--- src/rtl/fpu_share_arbiter.sv ---
// fpu_share_arbiter: round-robin sharing of one double-precision FPU among NUM_REQ requesters
module fpu_share_arbiter #(
   parameter int         NUM_REQ       = 4,
   parameter logic [1:0] ROUND_MODE    = 2'b00,
   parameter int         SETTLE_CYCLES = 3,
   parameter int         TIMEOUT       = 1023
) (
   input  logic                  clk,
   input  logic                  rst,
   input  logic [NUM_REQ-1:0]    req,
   input  logic [3*NUM_REQ-1:0]  req_op,
   input  logic [64*NUM_REQ-1:0] req_opa,
   input  logic [64*NUM_REQ-1:0] req_opb,
   output logic [NUM_REQ-1:0]    gnt,
   output logic [NUM_REQ-1:0]    done,
   output logic [63:0]           result,
   output logic [4:0]            flags,
   output logic                  err,
   output logic                  busy,
   output logic                  fpu_enable,
   output logic [2:0]            fpu_op,
   output logic [63:0]           fpu_opa,
   output logic [63:0]           fpu_opb,
   output logic [1:0]            fpu_rmode,
   input  logic [63:0]           fpu_out,
   input  logic                  fpu_ready,
   input  logic                  fpu_underflow,
   input  logic                  fpu_overflow,
   input  logic                  fpu_inexact,
   input  logic                  fpu_exception,
   input  logic                  fpu_invalid
);
   localparam int IW = (NUM_REQ > 1) ? $clog2(NUM_REQ) : 1;
   typedef enum logic [1:0] {S_IDLE, S_WAIT, S_SETTLE, S_RESP} state_t;
   state_t             state_q;
   logic [IW-1:0]      rr_q, owner_q, sel, idx;
   logic               sel_v, ready_q, en_q, err_q, perr_q;
   logic [2:0]         sel_op, op_q;
   logic [63:0]        sel_a, sel_b, opa_q, opb_q, result_q, pres_q;
   logic [4:0]         flags_q, pflg_q;
   logic [NUM_REQ-1:0] gnt_q, done_q;
   logic [15:0]        tmo_q;
   logic [3:0]         cnt_q;
   logic               rise;
   assign rise       = fpu_ready & ~ready_q;
   assign gnt        = gnt_q;
   assign done       = done_q;
   assign result     = result_q;
   assign flags      = flags_q;
   assign err        = err_q;
   assign busy       = (state_q != S_IDLE);
   assign fpu_enable = en_q;
   assign fpu_op     = op_q;
   assign fpu_opa    = opa_q;
   assign fpu_opb    = opb_q;
   assign fpu_rmode  = ROUND_MODE;
   // pick the first requester after the last owner, nearest candidate wins
   always_comb begin
      sel   = '0;
      sel_v = 1'b0;
      idx   = '0;
      for (int k = NUM_REQ; k >= 1; k--) begin
         idx = IW'((int'(rr_q) + k) % NUM_REQ);
         if (req[idx]) begin
            sel   = idx;
            sel_v = 1'b1;
         end
      end
   end
   // route the selected requester's opcode and operands
   always_comb begin
      sel_op = '0;
      sel_a  = '0;
      sel_b  = '0;
      for (int i = 0; i < NUM_REQ; i++) begin
         if (sel == IW'(i)) begin
            sel_op = req_op[3*i +: 3];
            sel_a  = req_opa[64*i +: 64];
            sel_b  = req_opb[64*i +: 64];
         end
      end
   end
   // arbitration FSM; results are staged in pres/pflg/perr so outputs change only with done
   always_ff @(posedge clk or negedge rst) begin
      if (!rst) begin
         state_q  <= S_IDLE;
         rr_q     <= IW'(NUM_REQ - 1);
         owner_q  <= '0;
         ready_q  <= 1'b0;
         en_q     <= 1'b0;
         op_q     <= '0;
         opa_q    <= '0;
         opb_q    <= '0;
         gnt_q    <= '0;
         done_q   <= '0;
         result_q <= '0;
         flags_q  <= '0;
         err_q    <= 1'b0;
         pres_q   <= '0;
         pflg_q   <= '0;
         perr_q   <= 1'b0;
         tmo_q    <= '0;
         cnt_q    <= '0;
      end else begin
         ready_q <= fpu_ready;
         gnt_q   <= '0;
         done_q  <= '0;
         case (state_q)
            S_IDLE: if (sel_v) begin
               gnt_q[sel] <= 1'b1;
               owner_q    <= sel;
               op_q       <= sel_op;
               opa_q      <= sel_a;
               opb_q      <= sel_b;
               tmo_q      <= '0;
               if (sel_op <= 3'b011) begin
                  en_q    <= 1'b1;
                  state_q <= S_WAIT;
               end else begin
                  perr_q  <= 1'b1;
                  pres_q  <= '0;
                  pflg_q  <= '0;
                  state_q <= S_RESP;
               end
            end
            S_WAIT: if (rise) begin
               en_q    <= 1'b0;
               cnt_q   <= 4'(SETTLE_CYCLES);
               state_q <= S_SETTLE;
            end else if (tmo_q == 16'(TIMEOUT - 1)) begin
               en_q    <= 1'b0;
               perr_q  <= 1'b1;
               pres_q  <= '0;
               pflg_q  <= '0;
               state_q <= S_RESP;
            end else begin
               tmo_q <= tmo_q + 16'd1;
            end
            S_SETTLE: if (cnt_q == 4'd1) begin
               pres_q  <= fpu_out;
               pflg_q  <= {fpu_invalid, fpu_exception, fpu_inexact, fpu_overflow, fpu_underflow};
               perr_q  <= 1'b0;
               state_q <= S_RESP;
            end else begin
               cnt_q <= cnt_q - 4'd1;
            end
            S_RESP: begin
               done_q[owner_q] <= 1'b1;
               result_q        <= pres_q;
               flags_q         <= pflg_q;
               err_q           <= perr_q;
               rr_q            <= owner_q;
               state_q         <= S_IDLE;
            end
            default: state_q <= S_IDLE;
         endcase
      end
   end
endmodule

--- config.mk ---
export PLATFORM = sky130hd
export DESIGN_NAME = fpu_share_arbiter
export DESIGN_NICKNAME = d
export VERILOG_FILES = /design/src/rtl/fpu_share_arbiter.sv
export SDC_FILE = /design/constraint.sdc
export NUM_CORES = 1
export LEC_CHECK = 0
export CAP_MARGIN = 20
export CORE_AREA = 2 2 315 317
export DETAILED_ROUTE_END_ITERATION = 10
export DIE_AREA = 0 0 317 319
export SKIP_LAST_GASP = 1
export SYNTH_ARGS = -nofsm -noshare
export SYNTH_HDL_FRONTEND = slang
export SYNTH_SLANG_ARGS = --single-unit
--- constraint.sdc ---
create_clock -name clk -period 2.5 [get_ports clk]
set_input_delay 0.25 -clock clk [delete_from_list [all_inputs] [get_ports clk]]
set_output_delay 0.25 -clock clk [all_outputs]
set_load 0.05 [all_outputs]
; Yosys cells after proc, flatten, opt, wreduce, memory -nomap -nowiden
; Index checks and enable logic that the tools add are counted.
[classes]
n_mul = 0
eq_ne = 18
muxes = 71
n_div = 0
reduce_logical = 14
order_cmp = 9
add_sub_neg = 6
n_bitwise = 2
shift = 0
[ops]
columns = operator, n
row1 = $mux 64, 13
row2 = $pmux 64 s3, 1
row3 = $mux 16, 3
row4 = $pmux 16 s2, 1
row5 = $mux 5, 5
row6 = $mux 4, 5
row7 = $mux 1, 19
row8 = $lt 2x3->1 const B, 6
row9 = $mux 2, 9
row10 = $ne 2x2->1 const B, 9
row11 = $add 16x1->16 const B, 1
row12 = $eq 16x10->1 const B, 1
row13 = $pmux 5 s3, 1
row14 = $mux 3, 4
row15 = $bmux 1 s2, 4
row16 = $eq 2x2->1 const B, 4
row17 = $pmux 2 s4, 1
row18 = $pmux 4 s2, 1
row19 = $reduce_and 4->1, 2
row20 = $reduce_and 3->1, 2
row21 = $reduce_and 6->1, 1
row22 = $reduce_bool 2->1, 3
row23 = $add 2x1->2 const B, 2
row24 = $add 2x2->2 const B, 2
row25 = 15 further kinds, 20
[totals]
ram_bits = 0
output_inout_bits = 213
inputBits = 600
register_bits = 307
latchBits = 0
memories = 0
wordCells = 138
mem_bits_ro = 0

; Logic depth before layout (Yosys ltp)
[depth]
depth_word = 16
depth_mapped = 10
depth_no_buf = 8

; Worst setup path before layout
; Ideal clock, no wire load.
[synth_path]
kind = reg-to-reg
from = register state_q[0]
to = register op_q[2], in the netlist fpu_op[2]
n_path_buf = 3
arrival_ns = 2.484
stages_incl_launch_ff = 9
slack_ns = -0.108
synth_period_minus_slack_ns = 2.608
setup_time_ns = 0.125
t_required_ns = 2.375
path_cell_list = dfrtp_1 -> inv_1 -> ha_1 -> clkbuf_1 -> inv_1 -> nor2_1 -> clkbuf_1 -> clkbuf_1 -> mux2_2
[synth_between]
elab_chain_cells = 2
[synth_rtl]
columns = item, line_no
row1 = "start, declared", 35  ; state_t state_q;
row2 = "start signal, assigned", 86  ; state_q <= S_IDLE;
row3 = "start signal, assigned", 118  ; state_q <= S_WAIT;
row4 = "start signal, assigned", 123  ; state_q <= S_RESP;
row5 = $logic_not 2->1, 108  ; case (state_q)
row6 = $reduce_and 2->1 (no line), -
row7 = "end signal, assigned", 112  ; op_q <= sel_op;
row8 = "end, declared", 38  ; logic [2:0] sel_op, op_q;
; Every way passes these cells.
; A chain may end at the register's enable or synchronous reset.

; Final worst setup path
[layout_path]
from = register rr_q[1]
to = register opa_q[20], in the netlist fpu_opa[20]
[layout_between]
elab_chain_cells = 12
elab_cells_between_ends = 29
cone_classes = add/sub: 4 / eq/ne: 3 / mux: 20 / reduce/logical: 2
[layout_rtl]
columns = item, line_no
row1 = "start, declared", 36  ; logic [IW-1:0] rr_q, owner_q, sel, idx;
row2 = "start signal, assigned", 87  ; rr_q <= IW'(NUM_REQ - 1);
row3 = "start signal, assigned", 152  ; rr_q <= owner_q;
row4 = $add 2x1->2, 63  ; idx = IW'((int'(rr_q) + k) % NUM_REQ);
row5 = $bmux 1 s2, 64  ; if (req[idx]) begin
row6 = $mux 1 (not written as such), 64
row7 = $mux 2 (4 in a row), 64
row8 = $logic_not 2->1, 76  ; if (sel == IW'(i)) begin
row9 = $mux 64 (4 in a row), 76
row10 = "end signal, assigned", 113  ; opa_q <= sel_a;
row11 = "end, declared", 39  ; logic [63:0] sel_a, sel_b, opa_q, opb_q, result_q, pres_q;
; Parallel ways exist; a longest one is shown, timed or not. The select of a mux whose other input is x is not followed.

==> results.sh <==
export IMPL_start_kind="flip-flop"
export IMPL_track_usage_pct=15.9
export IMPL_min_delay_path_class="in2reg"
export IMPL_fin_area_sq_um=28000
export IMPL_synth_edff_count=0
export IMPL_antenna_found_initial=54
export IMPL_crit_type="reg2reg"
export IMPL_synth_top_cell_area_share_pct=49.9
export IMPL_p_leak_nw=11.0
export IMPL_r2r_end="fpu_opa[20]"
export IMPL_power_frac_clock_pct=16.1
export IMPL_p_switching_mw=17.0
export IMPL_netlist_area_sq_um=15300
export IMPL_p_seq_share_pct=23.1
export IMPL_synth_top_area_cell="dfrtp_1"
export IMPL_p_comb_share_pct=60.8
export IMPL_setup_ws_ns=-0.0212
export IMPL_grt_setup_unrepaired="true"
export IMPL_path_cells="mux2i_1 > nor2_2 > or3_4 > buf_12 > buf_12 > mux4_2 > mux2_2"
export IMPL_cts_sinks=307
export IMPL_hold_viol_final=0
export IMPL_cts_buffer_depth=3
export IMPL_min_period_ns=2.52
export IMPL_synth_ff_type="dfrtp_1"
export IMPL_cp_depth=7
export IMPL_cp_end_kind="flip-flop"
export IMPL_path_common_cell="buf_12"
export IMPL_crit_arrival_ns=2.98
export IMPL_syn_avg_cell_area_sq_um=14.6
export IMPL_critPathMaxFanout=15
export IMPL_synthMuxAreaShare_pct=34.5
export IMPL_reg2reg_slack_ns=-0.02
export IMPL_wirelength_microns=85700
export IMPL_rr_startpoint="rr_q[1]"
export IMPL_yosys_area_share_simple_pct=5.50
export IMPL_finalSetupViolCount=15
export IMPL_crit_family="multiplexers"
export IMPL_numCtsBuffers=41
export IMPL_place_detailed_hpwl_microns=69400
export IMPL_crit_path_end="fpu_opa[20]"
export IMPL_grt_pass1_wl_microns=112000
export IMPL_dieArea_sq_um=101000
export IMPL_overflow=0
export IMPL_ios=813
export IMPL_grt_max_degree=87
export IMPL_synth_top_family_by_area="multiplexers"
export IMPL_fmax_mhz=397
export IMPL_die_x_microns=317
export IMPL_peakVddDrop_mv=0.760
export IMPL_cts_tree="yes"
export IMPL_worstPathRequired_ns=2.96
export IMPL_place_gp_congestion=0.912
export IMPL_synth_adder_area_share_pct=0.654
export IMPL_critPathMaxStageDelay_ns=0.56
export IMPL_drcViolationCount=0
export IMPL_vias_per_cell=4.22
export IMPL_async_flop_share_pct=100
export IMPL_violations="setup timing"
export IMPL_mostFrequentLayoutCells="clkdlybuf4s50_1 (803), dfrtp_1 (305), mux2_2 (196)"
export IMPL_power_mw=38.3
export IMPL_switching_share_pct=44.4
export IMPL_finalCritPeriodShare_pct=101
export IMPL_worst_r2r_cell_count=7
export IMPL_start_util_pct=15.7
export IMPL_slew_violations=0
export IMPL_n_fill_cell=9942
export IMPL_grt_pass1_vias=14200
export IMPL_max_slew_margin_pct=43.4
export IMPL_drt_first_pass_iters=5
export IMPL_synth_xor_area_share_pct=0.401
export IMPL_path_buf_inv=2
export IMPL_finalNonFillerCells=3293
export IMPL_ant_nets=0
export IMPL_yosysUniqueCellTypes=47
export IMPL_cap_viol_max_count=0
export IMPL_final_core_utilization_pct=28.6
export IMPL_via_count=13900
export IMPL_final_common_cell="clkdlybuf4s50_1"
export IMPL_placed_cells=3162
export IMPL_worst_pin_slew_ns=0.848
export IMPL_rows=115
export IMPL_cpMaxStageDelayCell="dfstp_2"
export IMPL_clkTransAtPathRegs_ns=0.06
export IMPL_h_tree_depth=2
export IMPL_syn_to_final_growth_pct=82.9
export IMPL_internal_power_mw=21.3
export IMPL_dp_slack_ns=-0.581
export IMPL_synth_seq_cells=307
export IMPL_skew_ns=0.0445
export IMPL_wire_per_inst_microns=26.0
export IMPL_chipHeight_microns=319
export IMPL_seq_area_frac_synth_pct=50.2
export IMPL_drt_iter0_drc=915
export IMPL_syn_inst=1046
export IMPL_final_nets=2555
export IMPL_io_buffers=810
export IMPL_synth_area_leaders="dfrtp_1 (50%), mux4_2 (19%), mux2_2 (15%), o2bb2ai_1 (4.0%), nand3_1 (2.5%)"
export IMPL_drive_above_1_share_pct=28.7
export IMPL_place_area_sq_um=26000
export IMPL_power_density_nw_per_um2=1370
export IMPL_synth_compound_area_share_pct=5.91
export IMPL_insertion_delay_ns=0.62
export IMPL_core_sq_um=97700
export IMPL_yosys_warnings=0
export IMPL_status="finished, violations left"
export IMPL_startpoint="rr_q[1]"
export IMPL_cts_root_buf="clkbuf_16"
synthesized netlist by cell type, drive strengths merged (3+ instances only):
library cell,number
nand2,23
ha,8
inv,15
and3,6
nand3,76
a21oi,10
dfrtp,305
nand4,12
mux4,130
o221ai,4
o21ai,14
mux2,203
mux2i,6
nor3,4
or3,4
nand2b,6
nor4,3
clkbuf,52
o2bb2ai,69
xor2,7
buf,37
nor2,24
o22ai,5
metrics by stage:
stage | hold WS, ns | TNS, ns
floorplan | -0.0456 | -8.50
finish | 0.132 | -0.137
global placement | 0.225 | -77.43
global route | 0.0897 | -3.26
detailed placement | 0.216 | -78.67
CTS | 0.0618 | -0.0212
cells by family after synthesis:
group / Yosys count
muxes: 339
DFF: 307
and+or+nand+nor: 165
AOI/OAI and AO/OA: 115
buffers and inverters: 104
adders and majority gates: 8
xor gates and xnor gates: 7
other: 1
worst min-delay path by stage:
| stage | from | to | depth (start not counted) | slack [ns] |
|---|---|---|---|---|
| 2_1_floorplan | rst | cnt_q[0] | 0 | -0.05 |
| 3_3_place_gp | rst | result[26] | 1 | 0.23 |
| 3_5_place_dp | rst | result[26] | 1 | 0.22 |
| 4_1_cts | fpu_ready | ready_q | 1 | 0.06 |
| 5_1_grt | fpu_ready | ready_q | 1 | 0.09 |
| 6_report | fpu_ready | ready_q | 1 | 0.13 |
flip-flops by register name (all words and copies together), names as in the netlist, 3 cells and up:
| register | cells |
|---|---|
| flags | 5 |
| gnt | 4 |
| fpu_op | 3 |
| done | 4 |
| result | 64 |
| pflg_q | 5 |
| pres_q | 64 |
| cnt_q | 4 |
| fpu_opb | 64 |
| fpu_opa | 64 |
| tmo_q | 16 |
power by group through the flow:
stage | sequential [mW] | clock (mW) | combinational [mW]
CTS | 8.83 | 6.38 | 22.2
global route | 9.10 | 6.56 | 24.4
floorplan | 14.3 | 0 | 7.27
finish | 8.82 | 6.16 | 23.3
global placement | 8.86 | 0 | 22.0
detailed placement | 8.88 | 0 | 22.1
timing repair:
item                       CTS  global route
hold buffers                 1             0
hold endpoints to repair    73             0
setup buffers                2            15
setup endpoints to repair   73           166
gates cloned                 0            11
pin swaps                    5             3
resized for setup            4            28
metal layers:
layer / share of wire (%) / vias to the layer above / global-route usage (%)
li1: - / 5914 / -
met1: 37 / 7048 / 18.2
met2: 46 / 750 / 25.6
met3: 12 / 164 / 7.02
met4: 5.1 / 16 / 7.05
met5: 0.12 / - / 0
cell type report:
type	count	area (sq um)	area share, %
clock inverter	19	235	0.841
clock buffer	55	1170	4.18
multi-input combinational	636	7350	26.3
sequential	307	7680	27.5
tap	1287	1610	5.76
inverter	15	56.3	0.201
antenna	28	70.1	0.250
timing repair buffer	946	9810	35.0
(Power assumes the default switching activity.)
